**config.mk**
```make
export PLATFORM = sky130hd
export DESIGN_NAME = button_input
export DESIGN_NICKNAME = d
export VERILOG_FILES = /design/src/rtl/button_input_pkg.sv /design/src/rtl/button_channel.sv /design/src/rtl/button_input.sv
export SDC_FILE = /design/constraint.sdc
export NUM_CORES = 1
export LEC_CHECK = 0
export ABC_CLOCK_PERIOD_IN_PS = 3400
export CAP_MARGIN = 20
export CORE_UTILIZATION = 38
export DETAILED_ROUTE_END_ITERATION = 8
export PLACE_DENSITY = 0.53
export SLEW_MARGIN = 20
export SYNTH_ARGS = -nofsm -noshare
export SYNTH_HDL_FRONTEND = slang
export SYNTH_HIERARCHICAL = 1
export SYNTH_SLANG_ARGS = --single-unit
```
**constraint.sdc**
```tcl
create_clock -name clk12MHz -period 3.4 [get_ports clk12MHz]
set_clock_uncertainty 0.2 [all_clocks]
set_input_delay 0.68 -clock clk12MHz [delete_from_list [all_inputs] [get_ports clk12MHz]]
set_output_delay 0.68 -clock clk12MHz [all_outputs]
set_load 0.005 [all_outputs]
```
**src/rtl/button_input_pkg.sv**
```systemverilog
// rtl/button_input_pkg.sv - shared types and constants for the push-button input path
package button_input_pkg;

    // Auto-repeat state encoding, one instance per button channel
    typedef enum logic [1:0] {
        RELEASED = 2'd0,
        DELAY    = 2'd1,
        REPEAT   = 2'd2
    } rep_state_t;

    // Clock cycles per millisecond at 12 MHz
    localparam int CYCLES_PER_MS = 12000;

    function automatic int max2(input int a, input int b);
        return (a > b) ? a : b;
    endfunction

endpackage

```
**src/rtl/button_channel.sv**
```systemverilog
// rtl/button_channel.sv - synchroniser, debounce filter and auto-repeat for one key
module button_channel
    import button_input_pkg::*;
#(
    parameter int DEBOUNCE_CYCLES = 10 * CYCLES_PER_MS,
    parameter int REPEAT_DELAY    = 500 * CYCLES_PER_MS,
    parameter int REPEAT_PERIOD   = 100 * CYCLES_PER_MS
) (
    input  logic clk12MHz,
    input  logic reset,
    input  logic key_n,
    output logic pressed,
    output logic press,
    output logic release_pulse,
    output logic repeat_pulse
);

    // One extra count of headroom keeps the widths >= 1 even for values of 1
    localparam int CW = $clog2(DEBOUNCE_CYCLES + 1);
    localparam int TW = $clog2(max2(REPEAT_DELAY, REPEAT_PERIOD) + 1);

    logic          sync1;
    logic          sync2;
    logic          raw;
    logic [CW-1:0] db_cnt;
    logic          stable;
    logic          rise;
    logic          fall;
    rep_state_t    state;
    rep_state_t    state_next;
    logic [TW-1:0] timer;
    logic [TW-1:0] timer_next;
    logic          delay_done;
    logic          period_done;
    logic          repeat_fire;

    // Two-flop synchroniser; resets to "released" so a held key cannot glitch
    always_ff @(posedge clk12MHz) begin
        if (reset) begin
            sync1 <= 1'b1;
            sync2 <= 1'b1;
        end else begin
            sync1 <= key_n;
            sync2 <= sync1;
        end
    end

    assign raw = ~sync2;

    // Debounce: flip the stable level only after DEBOUNCE_CYCLES unequal samples in a row
    always_ff @(posedge clk12MHz) begin
        if (reset) begin
            db_cnt <= '0;
            stable <= 1'b0;
        end else if (raw == stable) begin
            db_cnt <= '0;
        end else if (db_cnt == CW'(DEBOUNCE_CYCLES - 1)) begin
            stable <= ~stable;
            db_cnt <= '0;
        end else begin
            db_cnt <= db_cnt + 1'b1;
        end
    end

    // pressed trails stable by one cycle, so the difference marks the edges
    assign rise = stable & ~pressed;
    assign fall = ~stable & pressed;

    // Registered level and event outputs
    always_ff @(posedge clk12MHz) begin
        if (reset) begin
            pressed       <= 1'b0;
            press         <= 1'b0;
            release_pulse <= 1'b0;
            repeat_pulse  <= 1'b0;
        end else begin
            pressed       <= stable;
            press         <= rise;
            release_pulse <= fall;
            repeat_pulse  <= repeat_fire;
        end
    end

    // Repeat FSM state and timer register
    always_ff @(posedge clk12MHz) begin
        if (reset) begin
            state <= RELEASED;
            timer <= '0;
        end else begin
            state <= state_next;
            timer <= timer_next;
        end
    end

    assign delay_done  = (timer == TW'(REPEAT_DELAY - 1));
    assign period_done = (timer == TW'(REPEAT_PERIOD - 1));

    // Repeat FSM next state; a release overrides everything else
    always_comb begin
        state_next = state;
        timer_next = timer + 1'b1;
        case (state)
            RELEASED: begin
                timer_next = '0;
                if (rise) begin
                    state_next = DELAY;
                end
            end
            DELAY: begin
                if (delay_done) begin
                    state_next = REPEAT;
                    timer_next = '0;
                end
            end
            REPEAT: begin
                if (period_done) begin
                    timer_next = '0;
                end
            end
            default: begin
                state_next = RELEASED;
                timer_next = '0;
            end
        endcase
        if (fall) begin
            state_next = RELEASED;
            timer_next = '0;
        end
    end

    // Repeat FSM output: terminal count fires unless the key is being released
    always_comb begin
        repeat_fire = 1'b0;
        if (!fall) begin
            repeat_fire = ((state == DELAY) && delay_done) ||
                          ((state == REPEAT) && period_done);
        end
    end

endmodule

```
**src/rtl/button_input.sv**
```systemverilog
// rtl/button_input.sv - debounced level, press/release and auto-repeat events for the board keys
module button_input
    import button_input_pkg::*;
#(
    parameter int NUM_BUTTONS     = 4,
    parameter int DEBOUNCE_CYCLES = 10 * CYCLES_PER_MS,
    parameter int REPEAT_DELAY    = 500 * CYCLES_PER_MS,
    parameter int REPEAT_PERIOD   = 100 * CYCLES_PER_MS
) (
    input  logic                   clk12MHz,
    input  logic                   reset,
    input  logic [NUM_BUTTONS-1:0] key_n,
    output logic [NUM_BUTTONS-1:0] pressed,
    output logic [NUM_BUTTONS-1:0] press,
    output logic [NUM_BUTTONS-1:0] release_pulse,
    output logic [NUM_BUTTONS-1:0] repeat_pulse
);

    // One fully independent channel per key
    for (genvar i = 0; i < NUM_BUTTONS; i++) begin : g_ch
        button_channel #(
            .DEBOUNCE_CYCLES (DEBOUNCE_CYCLES),
            .REPEAT_DELAY    (REPEAT_DELAY),
            .REPEAT_PERIOD   (REPEAT_PERIOD)
        ) u_ch (
            .clk12MHz      (clk12MHz),
            .reset         (reset),
            .key_n         (key_n[i]),
            .pressed       (pressed[i]),
            .press         (press[i]),
            .release_pulse (release_pulse[i]),
            .repeat_pulse  (repeat_pulse[i])
        );
    end

endmodule

```
==> reports/metrics.yaml <==
power:
  clkPwrFrac: 0.455
  power.internal_mw: 3.43
  pwr-share-seq: 0.522
  share_comb_of_total_power: 0.024
  switchingPower_mw: 1.01
  power_mw: 4.44
  power_density_nw_per_um2: 433
  p_leak_nw: 3.03
  swShare: 0.228
  ir_drop_mv: 0.230
synthesis:
  yosys-top-cells-area: "dfxtp_1 (42%), xor2_1 (6.0%), xnor2_1 (4.2%), a21oi_1 (3.8%), nand4_1 (3.5%)"
  synth-async-reset-ratio: 0
  yosysTopAreaCell: "dfxtp_1"
  yosysSeqAreaShare: 0.425
  synth.distinct_cells: 48
  netlist_instances: 1025
  ys.flop_type: "dfxtp_1"
  syn_area_sq_um: 9230
  synth_seq_cells: 196
  yosysTopAreaCellShare: 0.425
  yosysWarnings: 6
  synth_edf_count: 0
  synth_nets: 1051
  synth_area_per_cell_sq_um: 9.01
floorplanning:
  core-area_sq_um: 23700
  design.portCount: 22
  die_w_microns: 158
  row_count: 56
  dieArea_sq_um: 24900
  initial_utilization: 0.390
  dieHeight_microns: 158
layout:
  design_area_sq_um: 10300
  antennaDiodeCount: 0
  drive_above_1_share: 0.0624
  fillers: 2371
  nets: 1055
  mostFrequentLayoutCell: "dfxtp_1"
  final_core_util: 0.433
  syn_to_final_growth_pct: 11.1
  final_cell_mix: "dfxtp_1 (196), nor2_1 (73), a21oi_1 (70), xor2_1 (63), nand4_1 (52)"
worst_setup_path:
  cpMaxStageDelayCell: "o2111ai_4"
  reg2reg_depth: 4
  path_depth: 4
  end_kind: "flop"
  cp.required_ns: 3.47
  crit_fanout: 23
  timing.critical_path.arrival_ns: 2.72
  path_buf_inv: 0
  cp_top_family: "simple AND/OR/NAND/NOR gates"
  timing_worst_setup_path_type: "reg -> reg"
  startpoint_type: "flop"
  cp_cell_sequence: "or4_1 > or4_4 > o2111ai_4 > a22oi_1"
  max_stage_delay_ns: 0.61
clocking:
  post-cts-setup-buffer-count: 0
  clock-sinks: 196
  htreeDepth: 4
  clkLatencyLatePin_ns: 0.43
  cts_root_buffer: "clkbuf_16"
  cts_resized: 0
  cts.reportedPaths.clkPinSlew_ns: 0.07
  cts_buffers: 17
  ctsHoldBuffers: 0
  clk_path_buf_depth: 2
  cts_tree: "yes"
placed_design:
  place_hpwl_microns: 12000
  placed_cell_area_sq_um: 9670
  portBuffers: 21
  routabilityCongestion: 0.754
job:
  maxCapViolations: 0
global_route:
  grt_pass1_wl_microns: 31800
  grt_pass1_vias: 6681
  grt_antenna_before_repair: 0
  grt_max_degree: 24
  overflow: 0
  grt_use_total: 0.156
detailed_routing:
  drc: 0
  drt_iter0_drc: 483
  vias_per_cell: 5.29
  ant_nets: 0
  wl_per_cell_microns: 13.3
  num_vias: 7199
  wl_microns: 18100
  firstDrtPassIters: 5
timing:
  fmax_ghz: 0.378
  worst_slew_pin_slew_ns: 0.709
  setup-violations-final: 0
  max-slew-margin-rel: 0.527
  finalMaxSlewViolations: 0
  post-route-period-util: 0.779
  rsz0062_at_grt: "false"
  setup_tns_ns: 0
  finalHoldViolCount: 0
  period_needed_ns: 2.65
hold_path:
  hp-class: "reg -> reg"
  hold_depth: 1
run_status:
  status: "complete, no violations"
[layout make-up]
class / instances / area, sq um / share of cell area
multi-input cells: 748 / 4930 / 0.480
flip-flops and latches: 196 / 3920 / 0.382
clock buffers: 19 / 453 / 0.0441
well taps: 319 / 399 / 0.0389
repair buffers: 31 / 285 / 0.0278
clock inverters: 13 / 143 / 0.0139
inverters: 35 / 131 / 0.0128
[flip-flops by register name (all words and copies together) (netlist names)]
signal / count
g_ch.u_ch/sync1: 4
g_ch.u_ch/press: 4
g_ch.u_ch/stable: 4
g_ch.u_ch/timer: 92
g_ch.u_ch/pressed: 4
g_ch.u_ch/sync2: 4
g_ch.u_ch/state: 8
g_ch.u_ch/repeat_pulse: 4
g_ch.u_ch/db_cnt: 68
g_ch.u_ch/release_pulse: 4
[synthesized netlist by cell type (all sizes together), types with 21 or more instances]
master	n
nand2	49
xnor2	44
nor2	73
a22oi	33
nand4	52
xor2	63
nand3	49
dfxtp	196
clkbuf	27
or3	46
or4	21
nor4	27
a21oi	70
o21ai	40
inv	35
[stage by stage]
step                      setup WS (ns)  instances  hold slack, ns
after floorplan                    1.14       1025           0.189
after global placement            0.636       1329           0.191
after detailed placement          0.604       1329           0.197
after CTS                         0.735       1361           0.214
after global routing              0.582       1361           0.225
final                             0.752       1361           0.213
[cells by family after synthesis]
logic type,share of synthesized area
muxes,0.00434
and+or+nand+nor,0.273
DFF,0.425
buffers and inverters,0.0415
xor gates and xnor gates,0.102
AOI/OAI and AO/OA,0.127
adders and majority gates,0.0271
[power groups by stage]
stage	logic, mW	registers, mW	clock network [mW]
finish	0.105	2.32	2.02
global route	0.117	2.32	2.20
CTS	0.105	2.32	2.10
detailed placement	0.105	2.37	0
global placement	0.106	2.37	0
floorplan	0.0757	2.37	0
[routing by layer]
layer | wire length, microns | global-route usage | up-vias
met2 | 8200 | 0.249 | 85
li1 | - | - | 3744
met3 | 543 | 0.0337 | 8
met4 | 136 | 0.0402 | 0
met5 | 0 | 0 | -
met1 | 9250 | 0.212 | 3362
[path summary, 6_finish.rpt]
path / to / startpoint / slack [ns]
min reg2reg: g_ch[3].u_ch/sync2 / g_ch[3].u_ch/sync1 / 0.21
max reg2reg: g_ch[3].u_ch/timer[16] / g_ch[3].u_ch/timer[18] / 0.75
max: g_ch[3].u_ch/timer[16] / g_ch[3].u_ch/timer[18] / 0.75
min: g_ch[3].u_ch/sync2 / g_ch[3].u_ch/sync1 / 0.21
(Power assumes the default switching activity.)
